`config.mk`:
```
export PLATFORM = sky130hd
export DESIGN_NAME = elevator_scan_ctrl
export DESIGN_NICKNAME = d
export VERILOG_FILES = /design/src/rtl/elevator_scan_ctrl.sv
export SDC_FILE = /design/constraint.sdc
export NUM_CORES = 1
export LEC_CHECK = 0
export ABC_CLOCK_PERIOD_IN_PS = 2600
export BUFFER_PORTS_ARGS = -buffer_cell sky130_fd_sc_hd__buf_4
export CAP_MARGIN = 10
export CORE_MARGIN = 2
export CORE_UTILIZATION = 50
export DETAILED_ROUTE_END_ITERATION = 6
export PLACE_DENSITY = 0.77
export SYNTH_ARGS = -nofsm -noshare
export SYNTH_HDL_FRONTEND = slang
export SYNTH_SLANG_ARGS = --single-unit
```
`constraint.sdc`:
```
create_clock -name FRQ -period 2.6 [get_ports FRQ]
set_input_delay 0.39 -clock FRQ [delete_from_list [all_inputs] [get_ports FRQ]]
set_output_delay 0.39 -clock FRQ [all_outputs]
set_load 0.02 [all_outputs]
```
`src/rtl/elevator_scan_ctrl.sv`:
```
// Elevator car controller: latches panel calls and serves them in SCAN order.
// Optional homing to floor 0 after IDLE_TICKS idle cycles: define ELEV_IDLE_HOME_EN.
module elevator_scan_ctrl #(
    parameter int unsigned FLOORS     = 3,
    parameter int unsigned MOVE_TICKS = 2,
    parameter int unsigned DOOR_TICKS = 2,
    parameter int unsigned IDLE_TICKS = 8
) (
    input  logic                      FRQ,
    input  logic                      RST,
    input  logic [FLOORS-1:0]         interior_panel,
    input  logic [FLOORS-1:0]         exterior_panel,
    output logic [1:0]                engine,
    output logic [FLOORS-1:0]         doors,
    output logic [$clog2(FLOORS)-1:0] floor,
    output logic [FLOORS-1:0]         pending
);

    localparam int unsigned FW  = $clog2(FLOORS);
    localparam int unsigned MCW = $clog2(MOVE_TICKS + 1);
    localparam int unsigned DCW = $clog2(DOOR_TICKS + 1);

    localparam logic [MCW-1:0] MoveLast = MCW'(MOVE_TICKS - 1);
    localparam logic [DCW-1:0] DoorLast = DCW'(DOOR_TICKS - 1);

    localparam logic [1:0] StIdle = 2'd0;
    localparam logic [1:0] StMove = 2'd1;
    localparam logic [1:0] StDoor = 2'd2;

    localparam logic [1:0] EngStop = 2'b00;
    localparam logic [1:0] EngUp   = 2'b01;
    localparam logic [1:0] EngDown = 2'b10;

    if (FLOORS < 2 || MOVE_TICKS < 1 || DOOR_TICKS < 1 || IDLE_TICKS < 1) begin : gen_param_check
        $error("elevator_scan_ctrl: illegal parameter value");
    end

    logic [1:0]        state_q, state_d;
    logic              dir_q, dir_d;      // 1 = up
    logic [FW-1:0]     floor_q, floor_d;
    logic [1:0]        engine_q, engine_d;
    logic [FLOORS-1:0] doors_q, doors_d;
    logic [FLOORS-1:0] pending_q, pending_d;
    logic [MCW-1:0]    move_cnt_q, move_cnt_d;
    logic [DCW-1:0]    door_cnt_q, door_cnt_d;

    logic [FW-1:0]     next_floor;
    logic [FLOORS-1:0] calls;
    logic [FLOORS-1:0] set_mask;
    logic [FLOORS-1:0] clr_mask;

`ifdef ELEV_IDLE_HOME_EN
    localparam int unsigned ICW = $clog2(IDLE_TICKS + 1);
    localparam logic [ICW-1:0] IdleLast = ICW'(IDLE_TICKS - 1);

    logic [ICW-1:0] idle_cnt_q, idle_cnt_d;
    logic           homing_q, homing_d;
`endif

    function automatic logic calls_ahead(input logic [FLOORS-1:0] p, input logic [FW-1:0] f,
                                         input logic up);
        calls_ahead = 1'b0;
        for (int i = 0; i < FLOORS; i++) begin
            if (p[i] && (up ? (i > int'(f)) : (i < int'(f)))) begin
                calls_ahead = 1'b1;
            end
        end
    endfunction

    function automatic logic [FLOORS-1:0] one_hot(input logic [FW-1:0] f);
        one_hot = {{(FLOORS-1){1'b0}}, 1'b1} << f;
    endfunction

    always_comb begin
        state_d    = state_q;
        dir_d      = dir_q;
        floor_d    = floor_q;
        engine_d   = engine_q;
        doors_d    = doors_q;
        move_cnt_d = move_cnt_q;
        door_cnt_d = door_cnt_q;
        next_floor = dir_q ? floor_q + 1'b1 : floor_q - 1'b1;
        calls      = interior_panel | exterior_panel;
        set_mask   = calls;
        clr_mask   = '0;
`ifdef ELEV_IDLE_HOME_EN
        idle_cnt_d = '0;
        homing_d   = homing_q;
`endif

        case (state_q)
            StIdle: begin
                if (pending_q[floor_q]) begin
                    state_d    = StDoor;
                    doors_d    = one_hot(floor_q);
                    clr_mask   = one_hot(floor_q);
                    door_cnt_d = '0;
                end else if (calls_ahead(pending_q, floor_q, dir_q)) begin
                    state_d    = StMove;
                    engine_d   = dir_q ? EngUp : EngDown;
                    move_cnt_d = '0;
                end else if (calls_ahead(pending_q, floor_q, !dir_q)) begin
                    state_d    = StMove;
                    dir_d      = !dir_q;
                    engine_d   = dir_q ? EngDown : EngUp;
                    move_cnt_d = '0;
                end
`ifdef ELEV_IDLE_HOME_EN
                else if (floor_q != '0) begin
                    if (idle_cnt_q == IdleLast) begin
                        state_d    = StMove;
                        dir_d      = 1'b0;
                        engine_d   = EngDown;
                        homing_d   = 1'b1;
                        move_cnt_d = '0;
                    end else begin
                        idle_cnt_d = idle_cnt_q + 1'b1;
                    end
                end
`endif
            end

            StMove: begin
                if (move_cnt_q == MoveLast) begin
                    move_cnt_d = '0;
                    floor_d    = next_floor;
                    if (pending_q[next_floor]) begin
                        state_d    = StDoor;
                        engine_d   = EngStop;
                        doors_d    = one_hot(next_floor);
                        clr_mask   = one_hot(next_floor);
                        door_cnt_d = '0;
                    end else if (calls_ahead(pending_q, next_floor, dir_q)) begin
                        state_d = StMove;
                    end
`ifdef ELEV_IDLE_HOME_EN
                    else if (homing_q && pending_q == '0 && next_floor != '0) begin
                        state_d = StMove;
                    end
`endif
                    else begin
                        state_d  = StIdle;
                        engine_d = EngStop;
                    end
`ifdef ELEV_IDLE_HOME_EN
                    // Any latched call cancels the homing trip at this boundary.
                    homing_d = homing_q && (pending_q == '0) && (next_floor != '0);
`endif
                end else begin
                    move_cnt_d = move_cnt_q + 1'b1;
                end
            end

            StDoor: begin
                // A call at the open floor just holds the door; it is never latched.
                if (calls[floor_q]) begin
                    door_cnt_d        = '0;
                    set_mask[floor_q] = 1'b0;
                end else if (door_cnt_q == DoorLast) begin
                    state_d    = StIdle;
                    doors_d    = '0;
                    door_cnt_d = '0;
                end else begin
                    door_cnt_d = door_cnt_q + 1'b1;
                end
            end

            default: begin
                state_d  = StIdle;
                engine_d = EngStop;
                doors_d  = '0;
            end
        endcase

        pending_d = (pending_q | set_mask) & ~clr_mask;
    end

    always_ff @(posedge FRQ or posedge RST) begin
        if (RST) begin
            state_q    <= StIdle;
            dir_q      <= 1'b1;
            floor_q    <= '0;
            engine_q   <= EngStop;
            doors_q    <= '0;
            pending_q  <= '0;
            move_cnt_q <= '0;
            door_cnt_q <= '0;
        end else begin
            state_q    <= state_d;
            dir_q      <= dir_d;
            floor_q    <= floor_d;
            engine_q   <= engine_d;
            doors_q    <= doors_d;
            pending_q  <= pending_d;
            move_cnt_q <= move_cnt_d;
            door_cnt_q <= door_cnt_d;
        end
    end

`ifdef ELEV_IDLE_HOME_EN
    always_ff @(posedge FRQ or posedge RST) begin
        if (RST) begin
            idle_cnt_q <= '0;
            homing_q   <= 1'b0;
        end else begin
            idle_cnt_q <= idle_cnt_d;
            homing_q   <= homing_d;
        end
    end
`endif

    assign engine  = engine_q;
    assign doors   = doors_q;
    assign floor   = floor_q;
    assign pending = pending_q;

endmodule

```
# After elaboration in Yosys (flattened, before gate mapping)
# Cells that the tools add are included.
[op_classes]
addsub = 4
n_eq_ne = 13
bitwise_logic = 9
order_cmp = 13
mux = 76
shift = 2
n_reduce_logical = 21
[op_table]
columns = ["cell", "count"]
rows = [
  ["2-to-1 mux 2 bit", 25],
  ["2-to-1 mux 1 bit", 31],
  ["2-to-1 mux 3 bit", 10],
  ["one-hot mux 2 bit (3 select lines)", 3],
  ["!= test 2 bit, second input constant", 6],
  ["AND reduction 4 bit", 3],
  ["logical AND 1 bit", 10],
  ["AND reduction 5 bit", 2],
  ["one-hot mux 3 bit (3 select lines)", 1],
  ["less-than comparator 1 x 2 -> 1 bit, first input constant", 4],
  ["adder 2 x 1 -> 2 bit, second input constant", 3],
  ["bitwise AND 3 bit", 2],
  ["binary-select mux 1 bit (select 2 bit)", 3],
  ["== test 2 x 1 -> 1 bit, second input constant", 3],
  ["less-than comparator 2 x 3 -> 1 bit, second input constant", 2],
  ["!= test 3 bit, second input constant", 2],
  ["inverter 3 bit", 2],
  ["OR 3 bit", 2],
  ["one-hot mux 3 bit (2 select lines)", 1],
  ["<< shifter 1 x 2 -> 3 bit, first input constant", 2],
  ["> comparator 1 x 2 -> 1 bit, first input constant", 2],
  ["> comparator 2 bit, first input constant", 2],
  ["less-than comparator 2 bit, first input constant", 2],
  ["!= test 4 bit, second input constant", 1],
  ["12 further kinds", 14],
]
[totals]
elab_cells = 146
register_bits = 17
out_inout_bits = 10

# Longest topological paths before layout
[depth]
word_depth = 15
depth_mapped = 8
depth_no_buf = 7

# Worst setup path after synthesis
# Ideal clock, no wire load.
[synth_timing]
path_kind = "register to register"
from = "register floor_q[0] (netlist: floor[0])"
to = "register doors_q[2] (netlist: doors[2])"
n_path_buf = 1
slack_ps = 497
arrival_ps = 2025
path_stages_with_launch = 9
path_cell_list = "dfrtp_1 buf_6 inv_2 ha_1 xnor2_2 mux2_2 a221oi_2 a21oi_2 o21bai_1"
[synth_between]
elab_chain_len = 6
[synth_rtl]
columns = ["element", "line", "text"]
rows = [
  ["from (decl)", "40", "logic [FW-1:0] floor_q, floor_d;"],
  ["from (signal assigned)", "191", "floor_q <= floor_d;"],
  ["subtractor 2 x 1 -> 2 bit or adder 2 x 1 -> 2 bit (tied branches)", "82", "next_floor = dir_q ? floor_q + 1'b1 : floor_q - 1'b1;"],
  ["2-to-1 mux 2 bit", "82", ""],
  ["binary-select mux 1 bit (select 2 bit) or << shifter 1 x 2 -> 3 bit (tied branches)", "127, 71", ""],
  ["2-to-1 mux 1 bit (implied by the code) or 2-to-1 mux 3 bit (tied branches)", "127", "if (pending_q[next_floor]) begin"],
  ["!= test 2 bit (no source line) or 2-to-1 mux 3 bit (tied branches)", "n/a", ""],
  ["AND reduction 5 bit (no source line) or one-hot mux 3 bit (3 select lines) (tied branches)", "n/a", ""],
  ["to (signal assigned)", "193", "doors_q <= doors_d;"],
  ["to (decl)", "42", "logic [FLOORS-1:0] doors_q, doors_d;"],
]
# Parallel ways exist; a longest one is shown, timed or not. The select of a mux whose other input is x is not followed.
# A chain may end at the register's enable or synchronous reset.

# Final worst setup path
[layout_timing]
from = "register floor_q[1] (netlist: floor[1])"
to = "register doors_q[1] (netlist: doors[1])"
# Same word-level chain as after synthesis.

==> impl_metrics.py <==
metrics = {
    "routing": {
        "first_pass_iters": 4,
        "wl_met1_mm": 1.15,
        "avgRoutedWirePerCell_um": 14.8,
        "antenna_left": 0,
        "top_layer_used": "met4",
        "drc": 0,
        "wl_met3_um": 82,
        "vias_per_cell": 5.78,
        "routed-wl-met2_mm": 1.21,
        "routed_wl_mm": 2.48,
        "dr.first_iter.drc_count": 14,
        "vias": 965,
    },
    "run_status": {
        "status": "complete, no violations",
    },
    "finish": {
        "layout_common_cells": "buf_4 (18), dfrtp_1 (16), nor2_1 (10), inv_1 (10)",
        "layout_commonest_cell": "buf_4",
        "diodes": 0,
        "layout-drive-gt1-share_pct": 21.6,
        "layout.nets": 153,
        "areaGrowthSynthToFinish_pct": 14.1,
    },
    "synthesis": {
        "ys_async_sr_fraction_pct": 100,
        "synth-seq-cells": 17,
        "synth_seq_area_share_pct": 37.8,
        "syn-num-nets": 135,
        "synth-edff-count": 0,
        "syn-mean-instance-area_um2": 9.24,
        "netlist_instances": 122,
        "synth_flop_cell": "dfrtp_1",
        "ys_types": 45,
        "yosysWarnings": 0,
        "netlist_area_um2": 1130,
    },
    "grt": {
        "overflow": 0,
        "grt_max_degree": 18,
        "grt_pass1_wl_mm": 4.15,
        "antenna_found_initial": 0,
        "grt_usage_pct": 21.3,
        "grt_pass1_vias": 909,
    },
    "sta": {
        "drv_slew": 0,
        "final_hold_viol_count": 0,
        "slew_headroom_pct": 56.6,
        "fin_worst_skew_ps": 6.15,
        "finalCritPeriodShare_pct": 87.3,
        "worstMarginPinSlew_ps": 651,
        "clock.fmax_mhz": 441,
        "setup_violations": 0,
        "tns_ps": 0,
        "hold_slack_ps": 170,
        "fin_crit_ps": 2270,
        "rsz0062_at_grt": "false",
    },
    "min_path": {
        "hp-class": "primary input to async pin",
    },
    "clock_tree": {
        "postCtsResizedCells": 0,
        "cts_buffers": 3,
        "clock-root-buffer": "clkbuf_4",
        "cts_tree": "yes",
        "h-tree-depth": 1,
        "post-cts-setup-buffers": 0,
        "postCtsHoldBufs": 0,
        "worstSkewPairLatency_ps": 300,
        "clockBufferDepth": 2,
        "clock-sinks": 17,
        "clk_pin_slew_ps": 100,
    },
    "worst_setup_path": {
        "critical-path-max-stage-delay_ps": 550,
        "worstSetupPathType": "flip-flop to flip-flop",
        "crit_path_cell_trace": "inv_1, ha_1, xnor2_2, mux2_2, a221oi_2, a21oi_2, o21ai_1",
        "r2r-start": "floor[1]$_DFFE_PP0P_",
        "critPathArrivalTime_ps": 2500,
        "critPathLaunch": "floor[1]$_DFFE_PP0P_",
        "slowest_stage": "dfrtp_1",
        "crit_required_ps": 2830,
        "start_kind": "flip-flop",
        "cp_max_fo": 11,
        "cp-end-kind": "flip-flop",
    },
    "place": {
        "io_buffers": 17,
        "gp_congestion": 0.837,
        "hpwl_mm": 1.91,
    },
    "floorplan": {
        "ios": 18,
        "initial_utilization_pct": 52.0,
        "die_width_um": 51.5,
        "die_y_um": 51.5,
        "core_um2": 2170,
        "die_area_um2": 2650,
        "rows": 17,
    },
    "power_and_ir_drop": {
        "ir_worst_vdd_uv": 639,
        "p_leak_uw": 0.000562,
        "powerDensity_nw_per_um2": 1130,
    },
    "job": {
        "cap_violations": 0,
    },
}
[cells by family after synthesis]
group                      after synthesis  share of synthesized area, %
AOI/OAI and AO/OA                       42                          26.5
and+or+nand+nor                         34                          15.5
buffers and inverters                   17                          7.33
DFF                                     17                          37.8
muxes                                    5                          4.99
adders and majority gates                5                          5.55
xor gates and xnor gates                 2                          2.22
[metal layers]
metal	vias up	track usage (%)
li1	470	-
met3	6	3.51
met5	-	0
met4	0	8.33
met1	467	27.4
met2	22	35.7
[state kept, by name, indices dropped and copies added (netlist names)]
signal	cells
dir_q	1
door_cnt_q	2
doors	3
engine	2
floor	2
move_cnt_q	2
pending	3
state_q	2
[metrics by stage]
stage	area [µm²]	utilization [%]	total power (µW)	setup slack (ps)	std cells
floorplan	1130	-	1090	497	122
global placement	1260	58.1	1270	504	163
detailed placement	1260	58.1	1300	369	163
CTS	1290	59.3	1450	344	167
global route	1290	59.3	1560	210	167
finish	1290	59.3	1450	331	167
[synthesized netlist by cell type, types with 2 or more instances]
library cell  instances  share of area (%)
a21oi_1               6                2.7
nor3_1                5                2.2
mux2i_1               3                2.7
o21a_1                4                2.7
a211oi_1              3                2.0
o21bai_1              2                1.3
clkbuf_1              2               0.67
ha_1                  5                5.5
a31oi_1               3                1.7
buf_6                 2                2.0
dfrtp_1              16                 36
a221oi_2              2                2.7
a21o_1                3                2.0
nand3b_1              4                2.7
o21ai_1               6                2.7
inv_1                10                3.3
nand2b_1              2                1.1
nor2_1               10                3.3
nand2_1               6                2.0
o21ai_0               3                1.3
[cell type report]
type | count | area (µm²)
Multi-Input combinational cell | 88 | 618
Tap cell | 28 | 35.0
Clock buffer | 4 | 26.3
Fill cell | 210 | 883
Inverter | 12 | 45.0
Timing Repair Buffer | 18 | 135
Sequential cell | 17 | 427
[path summary, 6_finish.rpt]
check	endpoint	slack, ps	cells after the start
setup / recovery	doors[1]$_DFFE_PP0P_	330	7
hold / removal	doors[0]$_DFFE_PP0P_	170	2
setup reg to reg	doors[1]$_DFFE_PP0P_	330	7
hold reg to reg	engine[1]$_DFFE_PP0P_	530	2
max in group asynchronous	pending[1]$_DFF_PP0_	2010	2
min in group FRQ	pending[0]$_DFF_PP0_	480	4
[critical path, delay by kind of cell (launching register included)]
| family | cells | cell delay (ps) |
|---|---|---|
| fa+ha+maj | 1 | 350 |
| flops | 1 | 550 |
| mux | 1 | 410 |
| buf+inv | 1 | 150 |
| compound gates | 3 | 470 |
| xor+xnor | 1 | 270 |
[power breakdown]
group / internal (µW) / leakage (µW) / switching, µW
clock: 59.9 / 0.0000150 / 87.5
combinational: 361 / 0.000341 / 477
sequential: 348 / 0.000207 / 119
total: 769 / 0.000562 / 684
No activity file was read; power rests on OpenSTA's default activity.
